--- src/rtl/mccu_if.sv ---
// mccu_if: control bundle between the multi-cycle control unit and its datapath.
//   Decode inputs : op, func (instruction fields), z (ALU zero flag)
//   Memory        : mem_ready (input), mem_req / iord / wmem (outputs)
//   Datapath      : irwrite, pcwrite, pcsource, alusrca, alusrcb, aluc,
//                   sext, shift, wreg, regrt, m2reg, jal
//   Status pulses : illegal, bus_err, done
// master = control unit side, slave = datapath side.
interface mccu_if;
    logic [5:0] op;
    logic [5:0] func;
    logic       z;
    logic       mem_ready;
    logic       mem_req;
    logic       iord;
    logic       wmem;
    logic       irwrite;
    logic       pcwrite;
    logic [1:0] pcsource;
    logic       alusrca;
    logic [1:0] alusrcb;
    logic [3:0] aluc;
    logic       sext;
    logic       shift;
    logic       wreg;
    logic       regrt;
    logic       m2reg;
    logic       jal;
    logic       illegal;
    logic       bus_err;
    logic       done;

    modport master (
        input  op, func, z, mem_ready,
        output mem_req, iord, wmem, irwrite, pcwrite, pcsource, alusrca,
               alusrcb, aluc, sext, shift, wreg, regrt, m2reg, jal,
               illegal, bus_err, done
    );

    modport slave (
        output op, func, z, mem_ready,
        input  mem_req, iord, wmem, irwrite, pcwrite, pcsource, alusrca,
               alusrcb, aluc, sext, shift, wreg, regrt, m2reg, jal,
               illegal, bus_err, done
    );
endinterface

--- src/rtl/mccu_fsm.sv ---
// mccu_fsm: multi-cycle control unit for a shared single-ALU / single-memory
// MIPS-subset datapath. Steps each instruction through IF/ID/EXE/MEM/WB and
// drives every datapath enable. Memory accesses use a ready handshake; a run
// of WAIT_LIMIT unanswered wait cycles raises bus_err and retries the fetch.
// Ports:
//   clk  - rising-edge clock
//   rst  - synchronous reset, active high; forces all outputs to 0
//   bus  - mccu_if.master: op/func/z/mem_ready in, all control signals out
// Outputs are decoded combinationally from the registered state, the
// instruction fields, z and mem_ready so the datapath sees them in the same
// cycle the memory answers.
module mccu_fsm #(
    parameter int WAIT_LIMIT = 15,
    parameter int CW         = 4
) (
    input  logic   clk,
    input  logic   rst,
    mccu_if.master bus
);

    typedef enum logic [2:0] {
        S_IF  = 3'd0,
        S_ID  = 3'd1,
        S_EXE = 3'd2,
        S_MEM = 3'd3,
        S_WB  = 3'd4
    } state_t;

    state_t          state_r;
    state_t          next_state_s;
    logic [CW-1:0]   wait_cnt_r;
    logic [CW-1:0]   next_cnt_s;

    // decoded instruction class
    logic       legal_s, rtype_s, itype_s, lw_s, sw_s, beq_s, bne_s;
    logic       j_s, jal_s, jr_s, jalr_s, shift_op_s, isext_s;
    logic [3:0] alu_op_s;

    // control values before being driven onto the interface
    logic       mem_req_s, iord_s, wmem_s, irwrite_s, pcwrite_s;
    logic [1:0] pcsource_s, alusrcb_s;
    logic       alusrca_s, sext_s, shift_s, wreg_s, regrt_s, m2reg_s, jal_s_o;
    logic [3:0] aluc_s;
    logic       illegal_s, bus_err_s, done_s;
    logic       timeout_s;

    // Instruction decode: classify op/func and pick the ALU operation.
    always_comb begin
        legal_s    = 1'b1;
        rtype_s    = 1'b0;
        itype_s    = 1'b0;
        lw_s       = 1'b0;
        sw_s       = 1'b0;
        beq_s      = 1'b0;
        bne_s      = 1'b0;
        j_s        = 1'b0;
        jal_s      = 1'b0;
        jr_s       = 1'b0;
        jalr_s     = 1'b0;
        shift_op_s = 1'b0;
        isext_s    = 1'b0;
        alu_op_s   = 4'b0000;
        case (bus.op)
            6'b000000: begin
                case (bus.func)
                    6'b100000: begin rtype_s = 1'b1; alu_op_s = 4'b0000; end // add
                    6'b100010: begin rtype_s = 1'b1; alu_op_s = 4'b0100; end // sub
                    6'b100100: begin rtype_s = 1'b1; alu_op_s = 4'b0001; end // and
                    6'b100101: begin rtype_s = 1'b1; alu_op_s = 4'b0101; end // or
                    6'b100110: begin rtype_s = 1'b1; alu_op_s = 4'b0010; end // xor
                    6'b100111: begin rtype_s = 1'b1; alu_op_s = 4'b1101; end // nor
                    6'b101010: begin rtype_s = 1'b1; alu_op_s = 4'b1000; end // slt
                    6'b000000: begin rtype_s = 1'b1; alu_op_s = 4'b0011; shift_op_s = 1'b1; end // sll
                    6'b000010: begin rtype_s = 1'b1; alu_op_s = 4'b0111; shift_op_s = 1'b1; end // srl
                    6'b000011: begin rtype_s = 1'b1; alu_op_s = 4'b1111; shift_op_s = 1'b1; end // sra
                    6'b001000: jr_s   = 1'b1;
                    6'b001001: jalr_s = 1'b1;
                    default:   legal_s = 1'b0;
                endcase
            end
            6'b001000: begin itype_s = 1'b1; alu_op_s = 4'b0000; isext_s = 1'b1; end // addi
            6'b001100: begin itype_s = 1'b1; alu_op_s = 4'b0001; end                 // andi
            6'b001101: begin itype_s = 1'b1; alu_op_s = 4'b0101; end                 // ori
            6'b001110: begin itype_s = 1'b1; alu_op_s = 4'b0010; end                 // xori
            6'b001111: begin itype_s = 1'b1; alu_op_s = 4'b0110; end                 // lui
            6'b001010: begin itype_s = 1'b1; alu_op_s = 4'b1000; isext_s = 1'b1; end // slti
            6'b100011: lw_s  = 1'b1;
            6'b101011: sw_s  = 1'b1;
            6'b000100: beq_s = 1'b1;
            6'b000101: bne_s = 1'b1;
            6'b000010: j_s   = 1'b1;
            6'b000011: jal_s = 1'b1;
            default:   legal_s = 1'b0;
        endcase
    end

    // The wait budget is exhausted only when memory still has not answered.
    assign timeout_s = (wait_cnt_r == CW'(WAIT_LIMIT)) && !bus.mem_ready;

    // Per-state control outputs and next-state / wait-counter computation.
    always_comb begin
        mem_req_s    = 1'b0;
        iord_s       = 1'b0;
        wmem_s       = 1'b0;
        irwrite_s    = 1'b0;
        pcwrite_s    = 1'b0;
        pcsource_s   = 2'b00;
        alusrca_s    = 1'b0;
        alusrcb_s    = 2'b00;
        aluc_s       = 4'b0000;
        sext_s       = 1'b0;
        shift_s      = 1'b0;
        wreg_s       = 1'b0;
        regrt_s      = 1'b0;
        m2reg_s      = 1'b0;
        jal_s_o      = 1'b0;
        illegal_s    = 1'b0;
        bus_err_s    = 1'b0;
        done_s       = 1'b0;
        next_state_s = state_r;
        next_cnt_s   = wait_cnt_r;
        if (rst) begin
            // everything held at 0 while reset is asserted
            next_state_s = S_IF;
            next_cnt_s   = '0;
        end else begin
            case (state_r)
                S_IF: begin
                    if (bus.mem_ready) begin
                        // fetch completes: load IR and advance PC to PC+4
                        mem_req_s    = 1'b1;
                        irwrite_s    = 1'b1;
                        pcwrite_s    = 1'b1;
                        alusrcb_s    = 2'b01;
                        aluc_s       = 4'b0000;
                        pcsource_s   = 2'b00;
                        next_state_s = S_ID;
                        next_cnt_s   = '0;
                    end else if (timeout_s) begin
                        // give up this access; PC untouched so the fetch retries
                        bus_err_s    = 1'b1;
                        next_state_s = S_IF;
                        next_cnt_s   = '0;
                    end else begin
                        mem_req_s    = 1'b1;
                        next_cnt_s   = wait_cnt_r + CW'(1);
                    end
                end
                S_ID: begin
                    // ALU computes the branch target PC+(imm<<2) for EXE
                    alusrcb_s  = 2'b11;
                    sext_s     = 1'b1;
                    aluc_s     = 4'b0000;
                    next_cnt_s = '0;
                    if (!legal_s) begin
                        illegal_s    = 1'b1;
                        next_state_s = S_IF;
                    end else if (j_s || jal_s) begin
                        pcwrite_s    = 1'b1;
                        pcsource_s   = 2'b11;
                        wreg_s       = jal_s;
                        jal_s_o      = jal_s;
                        done_s       = 1'b1;
                        next_state_s = S_IF;
                    end else if (jr_s || jalr_s) begin
                        pcwrite_s    = 1'b1;
                        pcsource_s   = 2'b10;
                        wreg_s       = jalr_s;
                        jal_s_o      = jalr_s;
                        done_s       = 1'b1;
                        next_state_s = S_IF;
                    end else begin
                        next_state_s = S_EXE;
                    end
                end
                S_EXE: begin
                    next_cnt_s = '0;
                    alusrca_s  = 1'b1;
                    if (beq_s || bne_s) begin
                        // xor of rs/rt drives z; PC takes latched target when taken
                        alusrcb_s    = 2'b00;
                        aluc_s       = 4'b0010;
                        pcwrite_s    = (beq_s && bus.z) || (bne_s && !bus.z);
                        pcsource_s   = 2'b01;
                        done_s       = 1'b1;
                        next_state_s = S_IF;
                    end else if (lw_s || sw_s) begin
                        alusrcb_s    = 2'b10;
                        sext_s       = 1'b1;
                        aluc_s       = 4'b0000;
                        next_state_s = S_MEM;
                    end else if (rtype_s) begin
                        alusrcb_s    = 2'b00;
                        aluc_s       = alu_op_s;
                        shift_s      = shift_op_s;
                        next_state_s = S_WB;
                    end else begin
                        alusrcb_s    = 2'b10;
                        aluc_s       = alu_op_s;
                        sext_s       = isext_s;
                        next_state_s = S_WB;
                    end
                end
                S_MEM: begin
                    iord_s = 1'b1;
                    if (bus.mem_ready) begin
                        mem_req_s  = 1'b1;
                        wmem_s     = sw_s;
                        next_cnt_s = '0;
                        if (sw_s) begin
                            done_s       = 1'b1;
                            next_state_s = S_IF;
                        end else begin
                            // MDR captures the load data on this edge
                            next_state_s = S_WB;
                        end
                    end else if (timeout_s) begin
                        bus_err_s    = 1'b1;
                        next_state_s = S_IF;
                        next_cnt_s   = '0;
                    end else begin
                        mem_req_s  = 1'b1;
                        wmem_s     = sw_s;
                        next_cnt_s = wait_cnt_r + CW'(1);
                    end
                end
                S_WB: begin
                    wreg_s       = 1'b1;
                    regrt_s      = itype_s || lw_s;
                    m2reg_s      = lw_s;
                    done_s       = 1'b1;
                    next_cnt_s   = '0;
                    next_state_s = S_IF;
                end
                default: begin
                    next_state_s = S_IF;
                    next_cnt_s   = '0;
                end
            endcase
        end
    end

    // State register and wait counter.
    always_ff @(posedge clk) begin
        if (rst) begin
            state_r    <= S_IF;
            wait_cnt_r <= '0;
        end else begin
            state_r    <= next_state_s;
            wait_cnt_r <= next_cnt_s;
        end
    end

    assign bus.mem_req  = mem_req_s;
    assign bus.iord     = iord_s;
    assign bus.wmem     = wmem_s;
    assign bus.irwrite  = irwrite_s;
    assign bus.pcwrite  = pcwrite_s;
    assign bus.pcsource = pcsource_s;
    assign bus.alusrca  = alusrca_s;
    assign bus.alusrcb  = alusrcb_s;
    assign bus.aluc     = aluc_s;
    assign bus.sext     = sext_s;
    assign bus.shift    = shift_s;
    assign bus.wreg     = wreg_s;
    assign bus.regrt    = regrt_s;
    assign bus.m2reg    = m2reg_s;
    assign bus.jal      = jal_s_o;
    assign bus.illegal  = illegal_s;
    assign bus.bus_err  = bus_err_s;
    assign bus.done     = done_s;

endmodule

--- src/flat_wrapper.sv ---
// flat-port wrapper written by rule: the top's interface ports become plain ports
module mccu_fsm_flat 
#(
    parameter int WAIT_LIMIT = 15,
    parameter int CW         = 4
)
  (clk, rst, bus_op, bus_func, bus_z, bus_mem_ready, bus_mem_req, bus_iord, bus_wmem, bus_irwrite, bus_pcwrite, bus_pcsource, bus_alusrca, bus_alusrcb, bus_aluc, bus_sext, bus_shift, bus_wreg, bus_regrt, bus_m2reg, bus_jal, bus_illegal, bus_bus_err, bus_done);
  mccu_if bus_i ();
  input  logic clk;
  input  logic rst;
  input wire logic [$bits(bus_i.op)-1:0] bus_op;
  input wire logic [$bits(bus_i.func)-1:0] bus_func;
  input wire logic [$bits(bus_i.z)-1:0] bus_z;
  input wire logic [$bits(bus_i.mem_ready)-1:0] bus_mem_ready;
  output wire logic [$bits(bus_i.mem_req)-1:0] bus_mem_req;
  output wire logic [$bits(bus_i.iord)-1:0] bus_iord;
  output wire logic [$bits(bus_i.wmem)-1:0] bus_wmem;
  output wire logic [$bits(bus_i.irwrite)-1:0] bus_irwrite;
  output wire logic [$bits(bus_i.pcwrite)-1:0] bus_pcwrite;
  output wire logic [$bits(bus_i.pcsource)-1:0] bus_pcsource;
  output wire logic [$bits(bus_i.alusrca)-1:0] bus_alusrca;
  output wire logic [$bits(bus_i.alusrcb)-1:0] bus_alusrcb;
  output wire logic [$bits(bus_i.aluc)-1:0] bus_aluc;
  output wire logic [$bits(bus_i.sext)-1:0] bus_sext;
  output wire logic [$bits(bus_i.shift)-1:0] bus_shift;
  output wire logic [$bits(bus_i.wreg)-1:0] bus_wreg;
  output wire logic [$bits(bus_i.regrt)-1:0] bus_regrt;
  output wire logic [$bits(bus_i.m2reg)-1:0] bus_m2reg;
  output wire logic [$bits(bus_i.jal)-1:0] bus_jal;
  output wire logic [$bits(bus_i.illegal)-1:0] bus_illegal;
  output wire logic [$bits(bus_i.bus_err)-1:0] bus_bus_err;
  output wire logic [$bits(bus_i.done)-1:0] bus_done;
  assign bus_i.op = bus_op;
  assign bus_i.func = bus_func;
  assign bus_i.z = bus_z;
  assign bus_i.mem_ready = bus_mem_ready;
  assign bus_mem_req = bus_i.mem_req;
  assign bus_iord = bus_i.iord;
  assign bus_wmem = bus_i.wmem;
  assign bus_irwrite = bus_i.irwrite;
  assign bus_pcwrite = bus_i.pcwrite;
  assign bus_pcsource = bus_i.pcsource;
  assign bus_alusrca = bus_i.alusrca;
  assign bus_alusrcb = bus_i.alusrcb;
  assign bus_aluc = bus_i.aluc;
  assign bus_sext = bus_i.sext;
  assign bus_shift = bus_i.shift;
  assign bus_wreg = bus_i.wreg;
  assign bus_regrt = bus_i.regrt;
  assign bus_m2reg = bus_i.m2reg;
  assign bus_jal = bus_i.jal;
  assign bus_illegal = bus_i.illegal;
  assign bus_bus_err = bus_i.bus_err;
  assign bus_done = bus_i.done;
  mccu_fsm #(.WAIT_LIMIT(WAIT_LIMIT), .CW(CW)) u_core (.clk(clk), .rst(rst), .bus(bus_i));
endmodule
--- config.mk ---
export PLATFORM = sky130hd
export DESIGN_NAME = mccu_fsm_flat
export DESIGN_NICKNAME = d
export VERILOG_FILES = /design/src/rtl/mccu_if.sv /design/src/rtl/mccu_fsm.sv /design/src/flat_wrapper.sv
export SDC_FILE = /design/constraint.sdc
export NUM_CORES = 1
export LEC_CHECK = 0
export CAP_MARGIN = 30
export CELL_PAD_IN_SITES_DETAIL_PLACEMENT = 1
export CELL_PAD_IN_SITES_GLOBAL_PLACEMENT = 2
export CORE_UTILIZATION = 23
export DETAILED_ROUTE_END_ITERATION = 10
export PLACE_DENSITY = 0.8
export SLEW_MARGIN = 5
export SYNTH_ARGS = -nofsm -noshare
export SYNTH_HDL_FRONTEND = slang
export SYNTH_SLANG_ARGS = --single-unit
--- constraint.sdc ---
create_clock -name clk -period 2.8 [get_ports clk]
set_input_delay 0.84 -clock clk [delete_from_list [all_inputs] [get_ports clk]]
set_output_delay 0.84 -clock clk [all_outputs]
set_load 0.01 [all_outputs]
==> run metrics, run 1 <==
status finished with violations; failing checks setup timing; Most Used Layer, Global Route met2; Initial Utilization 24.14%; synth top area cells dfxtp_1, nor2_1, a21oi_1; pwr/cell area 209.2 nW/µm²; EDFF count, synth 0; Final ANT Viol Nets 0; share of cells above drive strength 1 57.30%; Hold Crit Endpoint u_core.wait_cnt_r[0]$_SDFF_PP0_; routed wire length 6.344 mm; area taken by multi-input logic gates 1055 µm²; Max Cap Viol 0; ant diodes 0; Pre-Repair DR Iteration Count 4; critical path required time 1.96 ns; pre-CTS setup slack -1.063 ns; met2 Use GR 41.88%; Worst Clk Skew 0.004638 ns; WL per Instance 19.89 µm; Layout fillers 533; vias in the first global route 1698; final cell count without fillers 319; area of placed instances 1797 µm²; Vias per Instance 5.439; Final Critical Period 3.188 ns; post-route cell area 2295 µm²; I/O pin cnt 39; Skew-Pair Late Insertion Delay 0.23 ns; IO Port Bufs 38; clk sinks 7; Synth area leader dfxtp_1; Worst R2R Start u_core.state_r[1]$_SDFF_PP0_; Cell variety after synth 50; Worst R2R End u_core.wait_cnt_r[3]$_SDFF_PP0_; Clock Pin Slew Worst Setup and Hold Paths 0.04 ns; global-route wire length before repair 8.328 mm; mapped cell area 1059 µm²; Total Power 0.4801 mW; GRT Total Usage 21.30%; top-area cell type share of the netlist area 13.24%; Final Hold Viols 0; grt met3 use 4.506%; full die area 4878 µm²; CTS buffer count 3; Worst-Margin Slew 0.3533 ns; Net count, final 285; Min-Delay Path Class reg2reg; Post-synth top flop dfxtp_1; YS warnings 0; reg2reg path depth 6; final setup fails 15; CTS tree built; Worst R2R Setup Slack 1.08 ns; Layout area overhead 116.8%; HPWL Detailed 3.576 mm; RSZ-0062 raised after global routing yes; WHS 0.4823 ns; 1st-iter DRT viols 103; Final TNS setup -4.280 ns; CP arrival 2.35 ns; Bufs on Longest Clock Path 2; synthesized area per cell 6.657 µm²; static leakage 1.043 nW; Critical Path Start Type input pin; Util after Layout 52.34%; Synth Net Count 176; post-synthesis register bit count 7; CTS root buf clkbuf_8; max_slew headroom 76.20%; DP Cell Count 282; sequential cell area 140.1 µm²; Site Rows 24; period utilization 113.9%; Critical Path End Type output pin; Critical Path Fanout Max 5; CP Class in2out; CTS H-Tree Depth 1; sequential fraction of the synthesis area 13.24%; worst setup margin -0.3884 ns; worst hold start u_core.wait_cnt_r[0]$_SDFF_PP0_; maximum clock rate 313.6 MHz; largest net degree at the start of global routing 10; worst-case vdd ir drop 189.3 µV; chip width 69.84 µm; Die Ht 69.84 µm; Synth async-reset ratio 0%; core box area 4384 µm²; Residual DRC 0; met1 global-route usage 22.88%; initial antenna violation count 0; Vias 1735; Pins Over Slew Limit 0; Gate Count Post-Synth 159; Congestion Overflow GR 0; Final GP Congestion 0.8421; WHS Path Cells 1
-- how the worst max path moves through the flow --
stage                     depth (start not counted)  slack, ns          end   startpoint
after detailed placement                          7      -1.06     bus_done    bus_op[4]
final                                            10      -0.39      bus_jal    bus_op[2]
after CTS                                         8      -0.34     bus_done    bus_op[5]
after floorplan                                   5      -0.03  bus_illegal          rst
after global placement                            8      -1.06  bus_aluc[1]    bus_op[2]
after global routing                              9      -0.43  bus_aluc[1]  bus_func[2]
-- placed cells by master (no fill, tap or decap), drive strengths merged, types with 4 or more instances in the layout --
| master | count |
|---|---|
| nor2 | 28 |
| clkbuf | 4 |
| inv | 6 |
| o21ai | 6 |
| nand3 | 8 |
| nor4b | 4 |
| buf | 102 |
| dlygate4sd2 | 11 |
| nand2 | 13 |
| nor3 | 10 |
| a21oi | 13 |
| nand4 | 4 |
| dfxtp | 7 |
-- repair_timing --
action / in CTS / in global routing
setup endpoints to repair: 23 / 16
hold buffers: 0 / 0
gates resized for setup: 153 / 36
setup buffers: 19 / 15
pin swaps: 37 / 22
-- power by group --
| group | total [mW] | internal (mW) | switching (mW) |
|---|---|---|---|
| combinational | 0.228 | 0.114 | 0.114 |
| clock | 0.146 | 0.0988 | 0.0473 |
| sequential | 0.106 | 0.103 | 0.00294 |
| total | 0.480 | 0.315 | 0.165 |
-- Yosys cell counts, types with 3 or more instances --
library cell / number
nor3_1: 10
nand2_1: 13
or3_1: 3
nand3_1: 8
nor2_1: 28
a31oi_1: 3
xnor2_1: 3
o21ai_0: 6
clkbuf_1: 5
nand4_1: 4
buf_2: 5
inv_1: 6
a21oi_1: 13
dfxtp_1: 7
-- routing by layer --
layer | vias to the layer above | wire [µm]
li1 | 789 | -
met4 | 0 | 211
met3 | 19 | 284
met5 | - | 0
met1 | 863 | 2358
met2 | 64 | 3490
-- worst max-delay path: stages --
cell	delay [ns]
buf_8	0.10
buf_6	0.12
nor4_4	0.33
buf_4	0.18
nand2_4	0.05
nor2_4	0.14
buf_6	0.11
o21bai_4	0.10
nor3_2	0.21
buf_2	0.16
-- state kept, by name (all words and copies together) (netlist names) --
| signal | cells |
|---|---|
| u_core.state_r | 3 |
| u_core.wait_cnt_r | 4 |
-- kinds of logic (layout without fill, tap and decap cells) --
kind of cell / Yosys count / count (layout) / share of synthesized area [%]
xor gates and xnor gates: 5 / 5 / 4.138
AOI/OAI and AO/OA: 35 / 35 / 21.87
and+or+nand+nor: 91 / 91 / 49.88
buffers and inverters: 19 / 127 / 8.746
adders and majority gates: 1 / 1 / 1.182
muxes: 1 / 1 / 0.9457
DFF: 7 / 7 / 13.24
-- layout make-up --
type,count,share of cell area [%]
inverters,6,0.9815
well taps,52,2.835
flip-flops and latches,7,6.107
repair buffers,117,42.15
multi-input cells,133,45.97
clock buffers,4,1.963
Note: power is estimated with default switching activity, not from simulation.
==> run 2, diff against run 1 <==
- MAX_ROUTING_LAYER: default -> met4
==> run 2 against run 1 <==
Effect of this change:
- the flow still finishes with violations (setup timing)
- die area unchanged
- flip-flop and latch count did not move
- highest routed layer unchanged
- via count is 0.81% lower
- wire length down 0.47%
- core utilization unchanged
- final cell count is the same
==> run metrics, run 2 (synthesis gave the netlist of run 1 again) <==
status finished with violations (unchanged); failing checks setup timing (unchanged); final cell count without fillers 319 (unchanged); CP Class in2out (unchanged); Worst Clk Skew 0.003808 ns (was 0.004638 ns); Congestion Overflow GR 0 (unchanged); Layout area overhead 116.8% (unchanged); Critical Path Fanout Max 5 (unchanged); CTS buffer count 3 (unchanged); largest net degree at the start of global routing 10 (unchanged); Final Hold Viols 0 (unchanged); largest register by flop count u_core.wait_cnt_r (unchanged); WHS 0.4832 ns (was 0.4823 ns); Residual DRC 0 (unchanged); CTS H-Tree Depth 1 (unchanged); DP Cell Count 282 (unchanged); I/O pin cnt 39 (unchanged); IO Port Bufs 38 (unchanged); worst setup margin -0.4024 ns (was -0.3884 ns); ant diodes 0 (unchanged); Final ANT Viol Nets 0 (unchanged); 1st-iter DRT viols 87 (was 103); CP max stage delay 0.33 ns (about the same); WL per Instance 19.79 µm (was 19.89 µm); RSZ-0062 raised after global routing yes (unchanged); chip width 69.84 µm (unchanged); Die Ht 69.84 µm (unchanged); CTS root buf clkbuf_8 (unchanged); global-route wire length before repair 8.342 mm (was 8.328 mm); GRT Total Usage 21.93% (was 21.30%); maximum clock rate 312.3 MHz (was 313.6 MHz); Site Rows 24 (unchanged); Final GP Congestion 0.8552 (was 0.8421); Vias per Instance 5.395 (was 5.439); Vias 1721 (was 1735); critical path required time 1.96 ns (about the same); share of cells above drive strength 1 57.30% (unchanged); CTS tree built (unchanged); Pins Over Slew Limit 0 (unchanged); pwr/cell area 208.7 nW/µm² (was 209.2 nW/µm²); final setup fails 15 (unchanged); initial antenna violation count 0 (unchanged); CP top delay family simple AND/OR/NAND/NOR gates (unchanged); Critical Path Start Type input pin (unchanged); clk sinks 7 (unchanged); Final TNS setup -4.339 ns (was -4.280 ns); cell mode on critical path buf_6 (unchanged); core box area 4384 µm² (unchanged); Largest regs u_core.wait_cnt_r: 4 flops, u_core.state_r: 3 flops (unchanged); Net count, final 285 (unchanged); worst-case vdd ir drop 189.9 µV (was 189.3 µV); CP arrival 2.36 ns (was 2.35 ns); Min-Delay Path Class reg2reg (unchanged); Skew-Pair Late Insertion Delay 0.23 ns (about the same); static leakage 1.043 nW (unchanged); Final Critical Period 3.202 ns (was 3.188 ns); period utilization 114.4% (was 113.9%); max reg flops 4 (unchanged); HPWL Detailed 3.576 mm (unchanged); full die area 4878 µm² (unchanged); most common cell after layout, fill and taps aside buf_4 (unchanged); CP cell instances buf_8 -> buf_6 -> nor4_4 -> buf_4 -> nand2_4 -> nor2_4 -> buf_6 -> o21bai_4 -> nor3_2 -> buf_2 (unchanged); Pre-Repair DR Iteration Count 4 (unchanged); Bufs on Longest Clock Path 2 (unchanged); routed wire length 6.314 mm (was 6.344 mm); Critical path buffers and inverters 5 (unchanged); Total Power 0.4789 mW (was 0.4801 mW); vias in the first global route 1695 (was 1698); most frequent cells in the layout buf_4, nor2_1, buf_6 (unchanged); Worst-Margin Slew 0.3735 ns (was 0.3533 ns); Clock Pin Slew Worst Setup and Hold Paths 0.04 ns (about the same); max_slew headroom 74.84% (was 76.20%); Max Cap Viol 0 (unchanged); Initial Utilization 24.14% (unchanged); Critical Path End Type output pin (unchanged); Critical Path Slowest Stage Cell nor4_4 (unchanged)
run 2: cell counts in the layout (fill, tap and decap cells not counted):
No cell type changed its count.
run 2: cell type report:
class	count	area [µm²]
timing repair buffer	117	967.2
multi-input combinational	133	1055
clock buffer	4	45.04
sequential	7	140.1
tap	52	65.06
fill	533	2090
inverter	6	22.52
run 2: routing by layer:
metal  share of wire (%)  track usage, %  wire (µm)  vias up
met1                  38           23.23       2389      850
li1                    -               -          -      789
met4                 4.0           4.444        252        0
met5                   0               -          0        -
met2                  54           41.88       3417       58
met3                 4.0           4.070        254       24
run 2: worst paths after layout:
check,from,to,slack [ns],depth (start not counted)
min reg2reg,u_core.wait_cnt_r[0]$_SDFF_PP0_,u_core.wait_cnt_r[0]$_SDFF_PP0_,0.48,1
max,bus_op[2],bus_jal,-0.40,10
max reg2reg,u_core.state_r[1]$_SDFF_PP0_,u_core.wait_cnt_r[3]$_SDFF_PP0_,1.07,6
min,u_core.wait_cnt_r[0]$_SDFF_PP0_,u_core.wait_cnt_r[0]$_SDFF_PP0_,0.48,1
run 2: metrics by stage:
step | worst slack [ns] | utilization, % | instance area, µm²
floorplan | -0.03291 | - | 1076
global placement | -1.059 | 40.98 | 1797
detailed placement | -1.063 | 40.98 | 1797
CTS | -0.3384 | 46.92 | 2057
global route | -0.4288 | 52.34 | 2295
finish | -0.4024 | 52.34 | 2295
run 2: where the power goes:
part           leakage, nW  total, mW  switching [mW]  internal [mW]
Combinational        0.963      0.228           0.114          0.114
Clock               0.0228      0.146          0.0469         0.0988
Sequential          0.0569      0.106         0.00292          0.103
Total                 1.04      0.479           0.164          0.315
run 2: what timing repair did:
| item | in CTS | in global routing |
|---|---|---|
| hold buffers | 0 | 0 |
| setup buffers | 19 | 15 |
| pin swaps | 37 | 22 |
| endpoints found under the setup margin | 23 | 16 |
| gates resized for setup | 153 | 36 |
==> run 3, diff against run 2 <==
- CORE_MARGIN: default -> 2
- SKIP_LAST_GASP: default -> 1
==> run 3 against run 2 <==
Effect of this change:
- die area grew 5.8%
- sequential power is essentially flat
- the run still ends with setup timing left
- core utilization shrank 1.1 points
- power shrank 1.2%
- worst hold slack lost 0.022 ns
- largest cell class unchanged
- final cell count shrank 4.7%
- setup slack gained 0.010 ns
- wire length shrank 5.4%
- flip-flop and latch count is the same
- sequential share of layout area grew 0.13 points
- fmax grew 0.33%
- design area shrank 2.1%
- largest power group unchanged
==> run metrics, run 3 (synthesis gave the netlist of run 1 again) <==
Final GP Congestion 0.8724 (was 0.8552); CP Class in2out (unchanged); GRT Total Usage 22.37% (was 21.93%); Congestion Overflow GR 0 (unchanged); cell mode on critical path buf_4 (was buf_6); Int Pwr 0.3049 mW (was 0.3154 mW); clock power share 31.6% (was 30.4%); Max Cap Viol 0 (unchanged); Net count, final 270 (was 285); CP max stage delay 0.29 ns (was 0.33 ns); Clock Pin Slew Worst Setup and Hold Paths 0.04 ns (about the same); pwr/cell area 210.8 nW/µm² (was 208.7 nW/µm²); pre-CTS setup slack -1.038 ns (was -1.063 ns); Critical Path Fanout Max 4 (was 5); Bufs on Longest Clock Path 2 (unchanged); status finished with violations (unchanged); maximum clock rate 313.3 MHz (was 312.3 MHz); initial antenna violation count 0 (unchanged); Worst R2R Start u_core.state_r[2]$_SDFF_PP0_ (was u_core.state_r[1]$_SDFF_PP0_); Layout area overhead 112.2% (was 116.8%); HPWL Detailed 3.567 mm (was 3.576 mm); Layout fillers 526 (was 533); CTS H-Tree Depth 1 (unchanged); CTS root buf clkbuf_8 (unchanged); IO Port Bufs 38 (unchanged); routed wire length 5.976 mm (was 6.314 mm); WHS 0.4614 ns (was 0.4832 ns); Pins Over Slew Limit 0 (unchanged); Site Rows 24 (unchanged); Critical Path Start bus_op[2] (unchanged); CP arrival 2.35 ns (was 2.36 ns); worst setup margin -0.3919 ns (was -0.4024 ns); most frequent cells in the layout buf_4, nor2_1, buf_2 (was buf_4, nor2_1, buf_6); Reg power frac 22.2% (was 22.1%); Total Power 0.4734 mW (was 0.4789 mW); ant diodes 0 (unchanged); period utilization 114.0% (was 114.4%); static leakage 1.005 nW (was 1.043 nW); Worst Clk Skew 0.004323 ns (was 0.003808 ns); core box area 4384 µm² (unchanged); Pre-Repair DR Iteration Count 4 (unchanged); CTS tree built (unchanged); Largest regs u_core.wait_cnt_r: 4 flops, u_core.state_r: 3 flops (unchanged); Skew-Pair Late Insertion Delay 0.24 ns (was 0.23 ns); clk sinks 7 (unchanged); worst hold start u_core.wait_cnt_r[0]$_SDFF_PP0_ (unchanged); Critical Path End Type output pin (unchanged); most common cell after layout, fill and taps aside buf_4 (unchanged); Residual DRC 0 (unchanged); RSZ-0062 raised after global routing yes (unchanged); Initial Utilization 24.14% (unchanged); area of placed instances 1774 µm² (was 1797 µm²); I/O pin cnt 39 (unchanged); Min-Delay Path Class reg2reg (unchanged); CP cell instances buf_8 -> buf_4 -> nor4b_4 -> buf_4 -> nor3_4 -> nand4b_1 -> buf_4 -> buf_6 -> a21oi_2 -> buf_2 (was buf_8 -> buf_6 -> nor4_4 -> buf_4 -> nand2_4 -> nor2_4 -> buf_6 -> o21bai_4 -> nor3_2 -> buf_2); Vias per Instance 5.339 (was 5.395); Sw Share 35.59% (was 34.14%); largest register by flop count u_core.wait_cnt_r (unchanged); CTS buffer count 3 (unchanged); Critical Path Slowest Stage Cell nor3_4 (was nor4_4); worst-case vdd ir drop 133.8 µV (was 189.9 µV); Comb pwr share 46.2% (was 47.5%); Worst-Margin Slew 0.3491 ns (was 0.3735 ns); Final TNS setup -3.307 ns (was -4.339 ns); max reg flops 4 (unchanged); Final Critical Period 3.192 ns (was 3.202 ns); final setup fails 14 (was 15); full die area 5161 µm² (was 4878 µm²); share of cells above drive strength 1 60.71% (was 57.30%); max_slew headroom 76.73% (was 74.84%); 1st-iter DRT viols 75 (was 87); critical path required time 1.96 ns (about the same); largest net degree at the start of global routing 15 (was 10); Die Ht 71.84 µm (was 69.84 µm); Critical Path Start Type input pin (unchanged); WL per Instance 19.66 µm (was 19.79 µm); P_sw 0.1685 mW (was 0.1635 mW); post-route cell area 2246 µm² (was 2295 µm²); failing checks setup timing (unchanged); Final Hold Viols 0 (unchanged); vias in the first global route 1711 (was 1695); Final ANT Viol Nets 0 (unchanged); chip width 71.84 µm (was 69.84 µm); Vias 1623 (was 1721); global-route wire length before repair 8.687 mm (was 8.342 mm)
run 3: cell count changes in the layout (fill, tap and decap cells not counted), moves of 3 or more:
cell,change
nor3_2,-3
nor3_4,+3
dlygate4sd2_1,-5
buf_4,-10
a21oi_1,-4
a21oi_2,+4
buf_6,-3
run 3: per-stage QoR:
| step | instances | utilization, % |
|---|---|---|
| finish | 304 | 51.23 |
| global route | 304 | 51.23 |
| CTS | 300 | 47.12 |
| detailed placement | 279 | 40.47 |
| global placement | 279 | 40.47 |
| floorplan | 159 | - |
run 3: final cells by class:
| class | count | area, µm² | share of cell area (%) |
|---|---|---|---|
| Tap cell | 52 | 65.06 | 2.897 |
| Multi-Input combinational cell | 133 | 1147 | 51.09 |
| Sequential cell | 7 | 140.1 | 6.240 |
| Timing Repair Buffer | 102 | 824.5 | 36.71 |
| Clock buffer | 3 | 41.29 | 1.838 |
| Inverter | 6 | 22.52 | 1.003 |
| Clock inverter | 1 | 5.005 | 0.2228 |
run 3: timing repair:
item / in CTS / in global routing
pin swaps: 33 / 30
hold buffers: 0 / 0
setup buffers: 19 / 9
gates resized for setup: 180 / 44
setup endpoints to repair: 23 / 18
run 3: per-layer routing:
layer | global-route usage, % | wire [µm]
met3 | 3.235 | 182
met4 | 5.241 | 188
met1 | 23.83 | 2310
met2 | 43.00 | 3295
met5 | - | 0
run 3: worst paths after layout:
kind | to | slack [ns] | depth (start not counted)
worst min-delay path | u_core.wait_cnt_r[0]$_SDFF_PP0_ | 0.46 | 1
worst max register to register | u_core.wait_cnt_r[3]$_SDFF_PP0_ | 1.18 | 5
worst max-delay path | bus_aluc[2] | -0.39 | 10
worst min register to register | u_core.wait_cnt_r[0]$_SDFF_PP0_ | 0.46 | 1
run 3: power by group through the flow:
stage | Clock (mW) | Sequential, mW | Combinational [mW]
floorplan | 0 | 0.105 | 0.0770
global placement | 0 | 0.106 | 0.160
detailed placement | 0 | 0.107 | 0.167
CTS | 0.148 | 0.105 | 0.191
global route | 0.154 | 0.105 | 0.233
finish | 0.149 | 0.105 | 0.219
run 3: critical path, delay by kind of cell:
family / cells / cell delay [ns]
compound gates: 1 / 0.10
buf+inv: 6 / 0.79
simple gates: 3 / 0.62
